[config.mk]
export PLATFORM = sky130hd
export DESIGN_NAME = pe_mac_seq
export DESIGN_NICKNAME = d
export VERILOG_FILES = /design/src/rtl/pe_mac_seq.sv
export SDC_FILE = /design/constraint.sdc
export NUM_CORES = 1
export LEC_CHECK = 0
export CELL_PAD_IN_SITES_DETAIL_PLACEMENT = 2
export CELL_PAD_IN_SITES_GLOBAL_PLACEMENT = 2
export CORE_MARGIN = 1
export CORE_UTILIZATION = 35
export CTS_BUF_LIST = sky130_fd_sc_hd__clkbuf_2
export DETAILED_ROUTE_END_ITERATION = 7
export GPL_ROUTABILITY_DRIVEN = 1
export GPL_TIMING_DRIVEN = 1
export PLACE_DENSITY = 0.92
export RECOVER_POWER = 100
export SYNTH_ARGS = -nofsm -noshare
export SYNTH_HDL_FRONTEND = slang
export SYNTH_SLANG_ARGS = --single-unit
[constraint.sdc]
create_clock -name clk -period 3.7 [get_ports clk]
set_input_delay 0.74 -clock clk [delete_from_list [all_inputs] [get_ports clk]]
set_output_delay 0.74 -clock clk [all_outputs]
set_load 0.05 [all_outputs]
[src/rtl/pe_mac_seq.sv]
// pe_mac_seq: control sequencer for one row of bit-serial MAC PEs (clear, weight load, cfg_k MACs, drain, done).
// Latency: start sampled at edge t -> clr_* visible in cycle t+1; every output is a register.
// Backpressure: hold in RUN freezes the beat pointer and drops en_i/en_o/mac_done; the stalled beat is reissued once hold falls.
//
// Ports:
//   clk, rst            single clock, synchronous active-high reset
//   start               job request, only looked at in IDLE
//   cfg_k, cfg_drain    MACs per job and skew-drain cycles, latched on an accepted start
//   hold                operand not ready, stalls RUN only
//   busy, done          job in progress / one-cycle completion pulse
//   idx                 bit index driven to the PE row
//   en_i/clr_i, en_w/clr_w, en_o/clr_o   ifm, weight and accumulator register controls
//   mac_done            marks the final beat of the final MAC
// Optional build macro PE_MAC_SEQ_PERF_EN adds stall_cnt (RUN cycles with hold)
// and job_cnt (completed jobs); both saturate and clear only on rst.
module pe_mac_seq #(
  parameter int IWIDTH = 8,
  parameter int IDEPTH = 3,
  parameter int KWIDTH = 16,
  parameter int DWIDTH = 8
) (
  input  logic              clk,
  input  logic              rst,
  input  logic              start,
  input  logic [KWIDTH-1:0] cfg_k,
  input  logic [DWIDTH-1:0] cfg_drain,
  input  logic              hold,
  output logic              busy,
  output logic              done,
  output logic [IDEPTH-1:0] idx,
  output logic              en_i,
  output logic              clr_i,
  output logic              en_w,
  output logic              clr_w,
  output logic              en_o,
  output logic              clr_o,
  output logic              mac_done
`ifdef PE_MAC_SEQ_PERF_EN
  ,
  output logic [31:0]       stall_cnt,
  output logic [15:0]       job_cnt
`endif
);

  typedef enum logic [2:0] {
    ST_IDLE  = 3'd0,
    ST_CLR   = 3'd1,
    ST_WLOAD = 3'd2,
    ST_RUN   = 3'd3,
    ST_DRAIN = 3'd4,
    ST_DONE  = 3'd5
  } state_t;

  localparam logic [IDEPTH-1:0] IDX_LAST = IDEPTH'(IWIDTH - 1);

  state_t              state_q, state_d;
  logic [KWIDTH-1:0]   cfgk_q, cfgk_d;
  logic [DWIDTH-1:0]   cfgd_q, cfgd_d;
  // Beat pointer: the (bit, MAC) pair that the next issued RUN beat will carry.
  logic [IDEPTH-1:0]   pidx_q, pidx_d;
  logic [KWIDTH-1:0]   pk_q, pk_d;
  // Number of DRAIN cycles already presented, counting the current one.
  logic [DWIDTH-1:0]   dcnt_q, dcnt_d;

  logic                busy_q, busy_d;
  logic                done_q, done_d;
  logic [IDEPTH-1:0]   idx_q, idx_d;
  logic                en_i_q, en_i_d;
  logic                clr_i_q, clr_i_d;
  logic                en_w_q, en_w_d;
  logic                clr_w_q, clr_w_d;
  logic                en_o_q, en_o_d;
  logic                clr_o_q, clr_o_d;
  logic                mac_done_q, mac_done_d;

  logic                issue;
  logic                enter_drain;
  logic                last_beat;

  assign last_beat = (pidx_q == IDX_LAST) && (pk_q == cfgk_q - KWIDTH'(1));

  always_comb begin
    state_d     = state_q;
    cfgk_d      = cfgk_q;
    cfgd_d      = cfgd_q;
    pidx_d      = pidx_q;
    pk_d        = pk_q;
    dcnt_d      = dcnt_q;
    busy_d      = 1'b0;
    done_d      = 1'b0;
    idx_d       = '0;
    en_i_d      = 1'b0;
    clr_i_d     = 1'b0;
    en_w_d      = 1'b0;
    clr_w_d     = 1'b0;
    en_o_d      = 1'b0;
    clr_o_d     = 1'b0;
    mac_done_d  = 1'b0;
    issue       = 1'b0;
    enter_drain = 1'b0;

    case (state_q)
      ST_IDLE: begin
        if (start) begin
          cfgk_d  = cfg_k;
          cfgd_d  = cfg_drain;
          pidx_d  = '0;
          pk_d    = '0;
          dcnt_d  = '0;
          state_d = ST_CLR;
          busy_d  = 1'b1;
          clr_i_d = 1'b1;
          clr_w_d = 1'b1;
          clr_o_d = 1'b1;
        end
      end
      ST_CLR: begin
        state_d = ST_WLOAD;
        busy_d  = 1'b1;
        en_w_d  = 1'b1;
      end
      ST_WLOAD: begin
        // hold is not consulted here: the first beat of MAC 0 always issues.
        busy_d = 1'b1;
        if (cfgk_q != '0) begin
          issue = 1'b1;
        end else begin
          enter_drain = 1'b1;
        end
      end
      ST_RUN: begin
        busy_d = 1'b1;
        if (mac_done_q) begin
          // Final beat already presented; nothing left to stall.
          enter_drain = 1'b1;
        end else if (hold) begin
          // Bubble: show the pending beat's idx with all enables low.
          idx_d = pidx_q;
        end else begin
          issue = 1'b1;
        end
      end
      ST_DRAIN: begin
        busy_d = 1'b1;
        if (dcnt_q == cfgd_q) begin
          state_d = ST_DONE;
          done_d  = 1'b1;
        end else begin
          dcnt_d = dcnt_q + DWIDTH'(1);
        end
      end
      ST_DONE: begin
        state_d = ST_IDLE;
      end
      default: begin
        state_d = ST_IDLE;
      end
    endcase

    if (issue) begin
      state_d    = ST_RUN;
      idx_d      = pidx_q;
      en_i_d     = (pidx_q == '0);
      en_o_d     = 1'b1;
      mac_done_d = last_beat;
      // The pointer is left alone after the final beat so pk never exceeds cfg_k-1.
      if (!last_beat) begin
        if (pidx_q == IDX_LAST) begin
          pidx_d = '0;
          pk_d   = pk_q + KWIDTH'(1);
        end else begin
          pidx_d = pidx_q + IDEPTH'(1);
        end
      end
    end

    if (enter_drain) begin
      if (cfgd_q == '0) begin
        state_d = ST_DONE;
        done_d  = 1'b1;
      end else begin
        state_d = ST_DRAIN;
        dcnt_d  = DWIDTH'(1);
      end
    end
  end

  always_ff @(posedge clk) begin
    if (rst) begin
      state_q    <= ST_IDLE;
      cfgk_q     <= '0;
      cfgd_q     <= '0;
      pidx_q     <= '0;
      pk_q       <= '0;
      dcnt_q     <= '0;
      busy_q     <= 1'b0;
      done_q     <= 1'b0;
      idx_q      <= '0;
      en_i_q     <= 1'b0;
      clr_i_q    <= 1'b0;
      en_w_q     <= 1'b0;
      clr_w_q    <= 1'b0;
      en_o_q     <= 1'b0;
      clr_o_q    <= 1'b0;
      mac_done_q <= 1'b0;
    end else begin
      state_q    <= state_d;
      cfgk_q     <= cfgk_d;
      cfgd_q     <= cfgd_d;
      pidx_q     <= pidx_d;
      pk_q       <= pk_d;
      dcnt_q     <= dcnt_d;
      busy_q     <= busy_d;
      done_q     <= done_d;
      idx_q      <= idx_d;
      en_i_q     <= en_i_d;
      clr_i_q    <= clr_i_d;
      en_w_q     <= en_w_d;
      clr_w_q    <= clr_w_d;
      en_o_q     <= en_o_d;
      clr_o_q    <= clr_o_d;
      mac_done_q <= mac_done_d;
    end
  end

  assign busy     = busy_q;
  assign done     = done_q;
  assign idx      = idx_q;
  assign en_i     = en_i_q;
  assign clr_i    = clr_i_q;
  assign en_w     = en_w_q;
  assign clr_w    = clr_w_q;
  assign en_o     = en_o_q;
  assign clr_o    = clr_o_q;
  assign mac_done = mac_done_q;

`ifdef PE_MAC_SEQ_PERF_EN
  logic [31:0] stall_cnt_q, stall_cnt_d;
  logic [15:0] job_cnt_q, job_cnt_d;

  always_comb begin
    stall_cnt_d = stall_cnt_q;
    job_cnt_d   = job_cnt_q;
    if ((state_q == ST_RUN) && hold && (stall_cnt_q != '1)) begin
      stall_cnt_d = stall_cnt_q + 32'd1;
    end
    // Counted on the edge that raises done so the count and the pulse appear together.
    if (done_d && (job_cnt_q != '1)) begin
      job_cnt_d = job_cnt_q + 16'd1;
    end
  end

  always_ff @(posedge clk) begin
    if (rst) begin
      stall_cnt_q <= '0;
      job_cnt_q   <= '0;
    end else begin
      stall_cnt_q <= stall_cnt_d;
      job_cnt_q   <= job_cnt_d;
    end
  end

  assign stall_cnt = stall_cnt_q;
  assign job_cnt   = job_cnt_q;
`endif

endmodule

Word-level counts from Yosys, hierarchy flattened
Cells that the tools add are included.

word-level totals
  register bits = 64
  bits of input ports = 28
  word-level logic and storage cells = 81

operators by class
  add/sub/neg operators = 4
  eq/ne operators = 10
  muxes and demuxes = 40
  bitwise logic cells = 2
  reductions and logical operators = 11

operators by type and width
  kind                                                                     number
  16-bit two-way mux                                                       5
  3-bit two-way mux                                                        13
  8-bit two-way mux                                                        4
  16-bit by 1-bit adder with 16-bit output, second input constant          1
  16-bit equality test                                                     1
  8-bit case mux with 2 select lines                                       1
  16-bit nonzero test                                                      1
  16-bit by 1-bit subtractor with 16-bit output, second input constant     1
  1-bit two-way mux                                                        13
  3-bit case mux with 4 select lines                                       1
  8-bit by 1-bit adder with 8-bit output, second input constant            1
  8-bit equality test                                                      1
  8-bit logical NOT                                                        1
  4-bit inequality test, second input constant                             2
  3-bit by 2-bit equality test with 1-bit output, second input constant    2
  3-bit equality test, second input constant                               2
  3-bit logical NOT                                                        2
  1-bit case mux with 2 select lines                                       3
  2-bit OR reduction                                                       3
  4-bit OR reduction                                                       1
  3-bit by 1-bit adder with 3-bit output, second input constant            1
  3-bit by 1-bit equality test with 1-bit output, second input constant    1
  3-bit by 1-bit inequality test with 1-bit output, second input constant  1
  3-bit AND reduction                                                      1
  other kinds (3)                                                          4

Logic depth before layout (Yosys ltp)
Gate-level depths: netlist of run 1.

  word-level depth = 5
  gate-level depth with buffers = 12
  depth with buffers taken out = 10

Worst setup path before layout of run 1
Ideal clock, no wire load.

  path type = reg2reg
  start point = register cfgk_q[0]
  end point = register pk_q[3]
  arrival time = 2.928 ns
  data required time = 3.580 ns
  slack = 0.653 ns
  cell stages (with the launch flop) = 13
  path buffers = 2
  path through = dfxtp_1 -> inv_1 -> ha_1 -> or4b_1 -> buf_6 -> nor4_1 -> xnor2_1 -> nand2_1 -> or4_4 -> and3_4 -> buf_6 -> nor4bb_1 -> a211o_1

on the way
  word-level cells in the longest chain between the ends = 5
  elaborated cells between the ends (all ways) = 8

ends and longest elaborated chain
  element                                        RTL line  text
  from (decl)                                    57        logic [KWIDTH-1:0] cfgk_q, cfgk_d;
  from (signal assigned)                         208       cfgk_q <= cfgk_d;
  16-bit by 1-bit subtractor with 16-bit output  80        assign last_beat = (pidx_q == IDX_LAST) && (pk_q == cfgk_q - KWIDTH'(1));
  16-bit equality test                           80
  1-bit logical AND                              80
  16-bit two-way mux                             167       if (!last_beat) begin
  16-bit two-way mux (*)                         160       if (issue) begin
  to (signal assigned)                           211       pk_q <= pk_d;
  to (decl)                                      61        logic [KWIDTH-1:0] pk_q, pk_d;

Every way passes the cells marked *; elsewhere a longest branch is shown, timed or not.
A chain may end at the register's enable or synchronous reset.

Worst setup path after layout of run 1
Ends and elaborated chain as after synthesis.

==> flow_summary_export.csv, run 1 <==
group,metric,value,unit
outcome,status,"finished with violations",
outcome,violations,"max-capacitance violations, max-slew violations",
cts,cts.htree.levels,3,
placement,port_buffers,39,
detailed_routing,ant_nets,0,
cts,clk_pin_slew,220,ps
floorplan,start_util,36.0,%
power,power_density,409,nW/um^2
finish,fillers,1118,
power,leakagePower,1.47,nW
timing,rsz0062_at_grt,"no",
detailed_routing,wire_per_inst,19.1,um
critical_path,cp.required,4150,ps
detailed_routing,via_per_inst,5.65,
cts,cts_resized,0,
yosys,synthMuxAreaShare,1.64,%
yosys,synth_compound_area_share,17.0,%
worst_hold_path,holdPathEnd,"en_i$_SDFF_PP0_",
yosys,synthAdderAreaFrac,2.14,%
grt,antenna_found_initial,0,
cts,clk_latency,560,ps
yosys,synth-edff-count,0,
grt,grt_usage,23.2,%
floorplan,die_h,102,um
power,vdd_drop_max,0.134,mV
timing,tightest_slew,2130,ps
placement,place_area,3920,um^2
timing,finalHoldViolations,0,
critical_path,worstPathMaxFanout,9,
yosys,netlist_area,3500,um^2
flow_run,drv_cap,1,
critical_path,cpMaxStageDelayCell,"or4b_1",
grt,grt_pass1_wl,18.4,mm
yosys,yosys.area.top_type,"dfxtp_1",
critical_path,critPathCaptureType,"flip-flop",
finish,final_common_cell,"nand2_1",
yosys,synth_top_family_by_area,"simple AND/OR/NAND/NOR gates",
finish,multi_input_area,2010,um^2
floorplan,ioPinCount,40,
yosys,synth_top_area_share,36.6,%
yosys,synth_xor_xnor_area_share,7.25,%
yosys,synth_area_leaders,"dfxtp_1 (37%), nand2_1 (7.2%), xnor2_1 (5.2%)",
finish,diodes,0,
critical_path,path_cells,"inv_1 > ha_1 > or4b_1 > nor4_1 > xnor2_1 > nand2_1 > or4_4 > and3_1 > nor4bb_1 > a211o_1",
yosys,postSynthAreaPerCell,8.23,um^2
timing,finClkSkew,47.7,ps
detailed_routing,drc_errors,0,
timing,finalCritPeriodShare,93.4,%
finish,final_area,4000,um^2
floorplan,die_w,102,um
finish,regArea,1280,um^2
finish,final_nets,487,
floorplan,rows,36,
floorplan,core_area,9730,um^2
detailed_routing,drt-total-wl,11.3,mm
cts,cts_tree,"built",
yosys,synthDistinctLibCells,69,
yosys,synth.yosys.warnings,0,
timing,min_period,3460,ps
critical_path,crit_arrival,3910,ps
critical_path,r2r_end,"pk_q[3]$_SDFF_PP0_",
yosys,synth_ff_type,"dfxtp_1",
yosys,synthSimpleGateAreaFrac,29.6,%
placement,finalWeightedCongestion,0.831,
worst_hold_path,min_path_type,"reg -> reg",
finish,utilization,41.1,%
detailed_routing,first_iter_violations,114,
floorplan,dieArea,10400,um^2
worst_hold_path,hold_start,"pidx_q[2]$_SDFF_PP0_",
cts,postCtsHoldBufs,0,
finish,final_cell_mix,"nand2_1 (67), dfxtp_1 (64), a21oi_1 (36)",
grt,grt_pass1_vias,3605,
yosys,synth_fp_nets,460,
cts,post_cts_buffers,0,
critical_path,rr_startpoint,"cfgk_q[0]$_SDFFE_PP0P_",
yosys,syn_inst,426,
yosys,async_flop_share,0,%
timing,relSlewSlack,-41.9,%
grt,grt_max_degree,52,
detailed_routing,vias,3340,
finish,area_delta_synth_final,14.1,%
critical_path,cp_slowest_stage_delay,650,ps
yosys,synth_seq_area_share,36.6,%
critical_path,reg2reg_depth,10,
cts,cts_buffer_depth,2,
timing,drv_slew,36,
finish,drive_above_1_share,9.39,%
timing,fmax,289,MHz
cts,numCtsBuffers,9,
timing,setup_viol,0,
timing,final.setup.tns,0,ps
worst_hold_path,whs_path_depth,1,
critical_path,startpoint_type,"flip-flop",
grt,grt.overflow.total,0,
yosys,ys_seq_elements,64,
detailed_routing,dr.pass1.iters,4,
placement,dp_hpwl,8.00,mm
cts,cts-root-buf,"clkbuf_2",
cts,clock-sinks,64,
critical_path,rrSetupSlack,240,ps
critical_path,crit_type,"reg -> reg",
[cell type report]
cell class | count | area share (%)
Multi-Input combinational cell | 325 | 50.3
Sequential cell | 64 | 32.0
Timing Repair Buffer | 42 | 10.2
Tap cell | 133 | 4.16
Clock inverter | 7 | 1.19
Clock buffer | 9 | 1.13
Inverter | 11 | 1.03
[report_power, final]
part	switching [mW]	total, mW	internal [mW]
Clock	0.299	0.384	0.0856
Combinational	0.292	0.477	0.185
Sequential	0.0489	0.776	0.727
[routing by layer]
layer | vias up | wire (um) | track usage, %
li1 | 1582 | - | -
met3 | 29 | 290 | 3.35
met5 | - | 0 | 0
met1 | 1667 | 4890 | 27.3
met2 | 62 | 5770 | 41.4
met4 | 0 | 364 | 11.1
[flip-flops by register name, indices dropped and copies added (netlist names), 3 cells and up]
signal / cells
pidx_q: 3
idx: 3
cfgk_q: 16
dcnt_q: 8
pk_q: 16
state_q: 3
cfgd_q: 8
[synthesized netlist by cell type, drive strengths merged (3+ instances only)]
cell     count
a21oi       36
and2         3
and3        11
buf          9
clkbuf      17
dfxtp       64
ha           6
inv         11
mux2         3
nand2       67
nand3       16
nand4        9
nor2        27
nor2b        5
nor3        15
nor3b        4
nor4         6
o2111ai      3
o211ai      12
o21ai        7
o31ai        6
o41ai        3
or2          6
or3          3
or4         10
xnor2       21
xor2         8
[critical path, delay by kind of cell (launching register included)]
kind | cells | cell delay (ps)
XOR/XNOR | 1 | 190
AND/OR/NAND/NOR | 6 | 2150
flip-flops | 1 | 390
buffers and inverters | 1 | 70
adder cells (fa/ha/maj) | 1 | 270
AO/OA/AOI/OAI | 1 | 320
[worst max-delay path by stage]
stage,slack [ps],end,startpoint,cells past startpoint
6_report,240,pk_q[3]$_SDFF_PP0_,cfgk_q[0]$_SDFFE_PP0P_,10
5_1_grt,100,pk_q[13]$_SDFF_PP0_,cfgk_q[0]$_SDFFE_PP0P_,11
4_1_cts,340,pk_q[3]$_SDFF_PP0_,cfgk_q[0]$_SDFFE_PP0P_,10
3_5_place_dp,360,pk_q[3]$_SDFF_PP0_,cfgk_q[0]$_SDFFE_PP0P_,10
3_3_place_gp,540,pk_q[3]$_SDFF_PP0_,cfgk_q[0]$_SDFFE_PP0P_,10
2_1_floorplan,650,pk_q[3]$_SDFF_PP0_,cfgk_q[0]$_SDFFE_PP0P_,12
[kinds of logic (layout without fill, tap and decap cells)]
logic type / after synthesis / count (layout)
buffers and inverters: 37 / 69
flip-flops: 64 / 64
multiplexers: 5 / 5
AND/OR/NAND/NOR: 195 / 195
XOR/XNOR: 29 / 29
AO/OA/AOI/OAI: 90 / 90
adder cells (fa/ha/maj): 6 / 6
[through the flow]
step,hold slack [ps],instances,power (mW),setup WS [ps]
2_1_floorplan,439,426,1.12,653
3_3_place_gp,474,575,1.23,543
3_5_place_dp,484,575,1.26,355
4_1_cts,474,591,1.65,342
5_1_grt,514,591,1.72,98.2
6_report,480,591,1.64,244
No activity file was read; power rests on OpenSTA's default activity.
==> run 2: changes to the inputs <==
CORE_MARGIN = 3   (was 1)
==> run 2 against run 1 <==
The run still ends with max-capacitance violations, max-slew violations left; utilization is 0.86 points higher; sequential power hardly changed; flip-flop and latch count stayed put; die area is 8.0% higher; via count is 2.3% lower; critical path depth stayed put; setup slack worse by 21 ps; first-iteration DRC count is 0.88% higher; clock power is 6.0% lower; largest cell class unchanged.
==> flow_summary_export.csv, run 2 (synthesis gave the netlist of run 1 again) <==
group,metric,value,unit
finish,utilization,42.0,%
flow_run,drv_cap,1,
finish,final_area,3990,um^2
critical_path,reg2reg_depth,10,
critical_path,cp_slowest_stage_delay,580,ps
power,vdd_drop_max,0.170,mV
detailed_routing,first_iter_violations,115,
timing,drv_slew,52,
worst_hold_path,hold_start,"cfgd_q[7]$_SDFFE_PP0P_",
placement,port_buffers,39,
detailed_routing,drc_errors,0,
placement,finalWeightedCongestion,0.873,
cts,cts_buffer_depth,2,
grt,grt_max_degree,52,
cts,cts_tree,"built",
critical_path,worstPathMaxFanout,9,
worst_hold_path,min_path_type,"reg -> reg",
critical_path,crit_arrival,3910,ps
finish,final_common_cell,"nand2_1",
floorplan,start_util,36.9,%
cts,cts-root-buf,"clkbuf_2",
power,leakagePower,1.48,nW
critical_path,critPathCaptureType,"flip-flop",
timing,hold_ws,506,ps
critical_path,cpMaxStageDelayCell,"or4b_4",
timing,finalHoldViolations,0,
finish,reg_top3,"cfgk_q (16), pk_q (16)",
critical_path,path_cells,"inv_1 > ha_1 > or4b_4 > nor4_1 > xnor2_1 > nand2_1 > or4_4 > and3_4 > nor4bb_1 > a211o_1",
detailed_routing,drt-total-wl,11.1,mm
grt,met2_usage,36.9,%
detailed_routing,wire_per_inst,18.9,um
worst_hold_path,whs_path_depth,2,
placement,dp_hpwl,7.83,mm
finish,diodes,0,
finish,final_cell_mix,"nand2_1 (67), dfxtp_1 (64), a21oi_1 (36)",
floorplan,die_h,106,um
power,power_density,405,nW/um^2
worst_hold_path,holdPathEnd,"cfgd_q[7]$_SDFFE_PP0P_",
critical_path,rr_startpoint,"cfgk_q[0]$_SDFFE_PP0P_",
grt,gr-usage-met1,25.2,%
timing,relSlewSlack,-56.2,%
grt,antenna_found_initial,0,
floorplan,rows,35,
critical_path,r2r_end,"pk_q[3]$_SDFF_PP0_",
placement,place_area,3900,um^2
cts,cts.htree.levels,3,
grt,grt.overflow.total,0,
finish,area_delta_synth_final,13.8,%
detailed_routing,ant_nets,0,
timing,min_period,3480,ps
detailed_routing,vias,3263,
cts,clk_latency,530,ps
timing,tightest_slew,2340,ps
cts,numCtsBuffers,9,
floorplan,ioPinCount,40,
critical_path,crit_type,"reg -> reg",
outcome,violations,"max-capacitance violations, max-slew violations",
timing,setup_viol,0,
timing,fmax,288,MHz
cts,postCtsHoldBufs,0,
finish,drive_above_1_share,9.63,%
floorplan,dieArea,11200,um^2
finish,final_nets,486,
critical_path,startpoint_type,"flip-flop",
detailed_routing,dr.pass1.iters,4,
grt,grt_pass1_vias,3533,
grt,busiest_layer,"met2",
detailed_routing,via_per_inst,5.57,
finish,fillers,1112,
timing,finalCritPeriodShare,94.0,%
floorplan,core_area,9500,um^2
timing,finClkSkew,37.0,ps
floorplan,die_w,106,um
grt,grt_pass1_wl,18.5,mm
grt,met3_usage,3.10,%
critical_path,cp.required,4130,ps
outcome,status,"finished with violations",
cts,clk_pin_slew,220,ps
grt,grt_usage,20.6,%
critical_path,rrSetupSlack,220,ps
cts,clock-sinks,64,
run 2: what timing repair did:
item                                    CTS  global route
gates resized for setup                   0             2
endpoints found under the setup margin    0             9
buffers inserted                          0             0
run 2: final cells by class:
cell class / count / area (um^2) / area share (%)
clock buffer: 11 / 55.1 / 1.38
clock inverter: 5 / 23.8 / 0.596
inverter: 11 / 41.3 / 1.04
multi-input combinational: 325 / 2030 / 50.8
sequential: 64 / 1280 / 32.1
tap: 129 / 161 / 4.05
timing repair buffer: 41 / 399 / 10.0
run 2: report_power, final:
part	switching (mW)	total, mW	internal, mW
Clock	0.275	0.361	0.0863
Sequential	0.0511	0.778	0.727
Combinational	0.291	0.477	0.185
run 2: how the worst max path moves through the flow:
stage	start	end	slack, ps	cells past startpoint
floorplan	cfgk_q[0]$_SDFFE_PP0P_	pk_q[3]$_SDFF_PP0_	650	12
finish	cfgk_q[0]$_SDFFE_PP0P_	pk_q[3]$_SDFF_PP0_	220	10
detailed placement	cfgk_q[0]$_SDFFE_PP0P_	pk_q[3]$_SDFF_PP0_	310	10
global route	cfgk_q[0]$_SDFFE_PP0P_	pk_q[13]$_SDFF_PP0_	-30	11
CTS	cfgk_q[0]$_SDFFE_PP0P_	pk_q[13]$_SDFF_PP0_	150	11
global placement	cfgk_q[0]$_SDFFE_PP0P_	pk_q[3]$_SDFF_PP0_	540	10
run 2: stage by stage:
stage	cells	total power, mW	setup TNS [ps]	setup slack, ps
after detailed placement	570	1.26	0	314
after CTS	586	1.62	0	149
after floorplan	426	1.12	0	653
final	586	1.62	0	223
after global routing	586	1.71	-27.2	-27.2
after global placement	570	1.23	0	537
run 2: critical path: cells and delay by family (launching register included):
kind                     cells  cell delay (ps)
XOR/XNOR                     1              240
AND/OR/NAND/NOR              6             2010
adder cells (fa/ha/maj)      1              270
AO/OA/AOI/OAI                1              360
buffers and inverters        1               90
flip-flops                   1              410
run 2: metal layers:
metal,vias to the layer above,routed length [um]
li1,1579,-
met1,1613,5100
met2,56,5520
met3,15,281
met4,0,172
met5,-,0
==> run 3: changes to the inputs <==
SLEW_MARGIN = 40   (was unset)
==> run 3 against run 2 <==
The run now ends clean; design area about the same; largest cell class unchanged; sequential power is essentially flat; clock skew is 0.74 ps higher; count of clock-buffer cells in the layout unchanged; largest power group unchanged; die area stayed put; critical path type unchanged; highest routed layer unchanged.
==> flow_summary_export.csv, run 3 (synthesis gave the netlist of run 1 again) <==
group,metric,value,unit
critical_path,crit_family,"simple AND/OR/NAND/NOR gates",
timing,min_period,3500,ps
power,p_int,0.998,mW
critical_path,crit_cells,10,
critical_path,critPathCaptureType,"flip-flop",
critical_path,startpoint,"cfgk_q[0]$_SDFFE_PP0P_",
grt,grt_pass1_vias,3533,
placement,finalWeightedCongestion,0.873,
cts,numCtsBuffers,9,
detailed_routing,drc_errors,0,
power,pwr-share-comb,29.5,%
timing,drv_slew,0,
grt,grt_usage,20.6,%
power,vdd_drop_max,0.170,mV
cts,cts.htree.levels,3,
floorplan,dieArea,11200,um^2
floorplan,rows,35,
power,seq_power_share,48.1,%
critical_path,crit_arrival,3920,ps
finish,final_cell_mix,"nand2_1 (67), dfxtp_1 (64), a21oi_1 (36)",
critical_path,startpoint_type,"flip-flop",
placement,dp_hpwl,7.82,mm
detailed_routing,vias,3264,
power,leakagePower,1.48,nW
power,clkPwrFrac,22.4,%
cts,clk_latency,530,ps
floorplan,ioPinCount,40,
grt,antenna_found_initial,0,
finish,diodes,0,
critical_path,crit_type,"reg -> reg",
finish,utilization,41.9,%
timing,fmax,286,MHz
cts,post_cts_buffers,0,
detailed_routing,drt-total-wl,11.1,mm
detailed_routing,via_per_inst,5.57,
finish,area_delta_synth_final,13.7,%
power,p_switching,0.617,mW
timing,tightest_slew,710,ps
timing,finalCritPeriodShare,94.6,%
timing,finalHoldViolations,0,
detailed_routing,wire_per_inst,18.9,um
outcome,status,"complete, no violations",
grt,grt_max_degree,52,
power,swShare,38.2,%
finish,final_common_cell,"nand2_1",
cts,clock-sinks,64,
detailed_routing,first_iter_violations,108,
floorplan,die_h,106,um
finish,reg_top3,"cfgk_q (16), pk_q (16)",
critical_path,rr_startpoint,"cfgk_q[0]$_SDFFE_PP0P_",
timing,relSlewSlack,52.7,%
placement,port_buffers,39,
critical_path,path_cells,"inv_1 > ha_1 > or4b_4 > nor4_1 > xnor2_1 > nand2_1 > or4_4 > and3_1 > nor4bb_1 > a211o_1",
floorplan,die_w,106,um
worst_hold_path,min_path_type,"reg -> reg",
critical_path,reg2reg_depth,10,
cts,cts-root-buf,"clkbuf_2",
critical_path,cpMaxStageDelayCell,"or4b_4",
critical_path,cp.required,4120,ps
timing,final.setup.tns,0,ps
timing,setup_viol,0,
floorplan,start_util,36.9,%
grt,grt_pass1_wl,18.5,mm
grt,grt.overflow.total,0,
critical_path,cp_slowest_stage_delay,580,ps
finish,drive_above_1_share,9.63,%
critical_path,worstPathMaxFanout,9,
detailed_routing,ant_nets,0,
detailed_routing,dr.pass1.iters,4,
floorplan,core_area,9500,um^2
critical_path,r2r_end,"pk_q[3]$_SDFF_PP0_",
critical_path,crit_buf_inv,1,
cts,cts_tree,"built",
flow_run,drv_cap,0,
finish,final_area,3990,um^2
cts,clk_pin_slew,220,ps
cts,cts_buffer_depth,2,
power,power_density,405,nW/um^2
timing,rsz0062_at_grt,"no",
timing,finClkSkew,37.8,ps
critical_path,rrSetupSlack,200,ps
finish,final_nets,486,
placement,place_area,3910,um^2
critical_path,crit_end,"pk_q[3]$_SDFF_PP0_",
-- run 3: changes by cell type in the layout (fill, tap and decap cells not counted), sizes merged --
| cell | change |
|---|---|
| buf | +1 |
| clkbuf | -1 |
-- run 3: layout make-up --
type	count	area, um^2
Fill cell	1111	5520
Multi-Input combinational cell	325	2020
Sequential cell	64	1280
Timing Repair Buffer	41	403
Tap cell	129	161
Clock buffer	11	55.1
Inverter	11	41.3
Clock inverter	5	23.8
-- run 3: repair_timing --
item | in CTS | in global routing
endpoints found under the setup margin | 0 | 9
hold buffers | 0 | 0
resized for setup | 0 | 2
-- run 3: worst reg2reg max path, delay by kind of cell, from the launching register on --
kind	cells	cell delay [ps]
adder cells (fa/ha/maj)	1	280
buffers and inverters	1	100
XOR/XNOR	1	240
AND/OR/NAND/NOR	6	2100
AO/OA/AOI/OAI	1	290
flip-flops	1	420
-- run 3: worst min-delay path by stage --
| stage | to | from | cells after the start |
|---|---|---|---|
| after global placement | cfgd_q[7]$_SDFFE_PP0P_ | cfgd_q[7]$_SDFFE_PP0P_ | 2 |
| after floorplan | en_i$_SDFF_PP0_ | pidx_q[2]$_SDFF_PP0_ | 1 |
| after detailed placement | cfgd_q[1]$_SDFFE_PP0P_ | cfgd_q[1]$_SDFFE_PP0P_ | 2 |
| after CTS | cfgd_q[4]$_SDFFE_PP0P_ | cfgd_q[4]$_SDFFE_PP0P_ | 2 |
| after global routing | cfgd_q[4]$_SDFFE_PP0P_ | cfgd_q[4]$_SDFFE_PP0P_ | 2 |
| final | cfgd_q[7]$_SDFFE_PP0P_ | cfgd_q[7]$_SDFFE_PP0P_ | 2 |
-- run 3: power by group through the flow --
stage,registers [mW],logic (mW),clock network [mW]
global placement,0.785,0.440,0
global route,0.786,0.528,0.400
floorplan,0.788,0.333,0
CTS,0.778,0.477,0.367
detailed placement,0.791,0.464,0
finish,0.777,0.477,0.361
-- run 3: metal layers --
metal | share of wire (%) | wire length [um] | GRT usage [%]
met4 | 1.5 | 166 | 6.85
met1 | 46 | 5090 | 25.2
met5 | 0 | 0 | 0
met3 | 2.5 | 274 | 3.10
met2 | 50 | 5520 | 36.9
-- run 3: per-stage QoR --
step / power (mW) / cells / setup WS (ps) / hold slack [ps]
4_1_cts: 1.62 / 586 / 156 / 513
5_1_grt: 1.71 / 586 / 10.8 / 535
2_1_floorplan: 1.12 / 426 / 653 / 439
3_3_place_gp: 1.23 / 570 / 537 / 475
6_report: 1.62 / 586 / 200 / 507
3_5_place_dp: 1.26 / 570 / 332 / 487
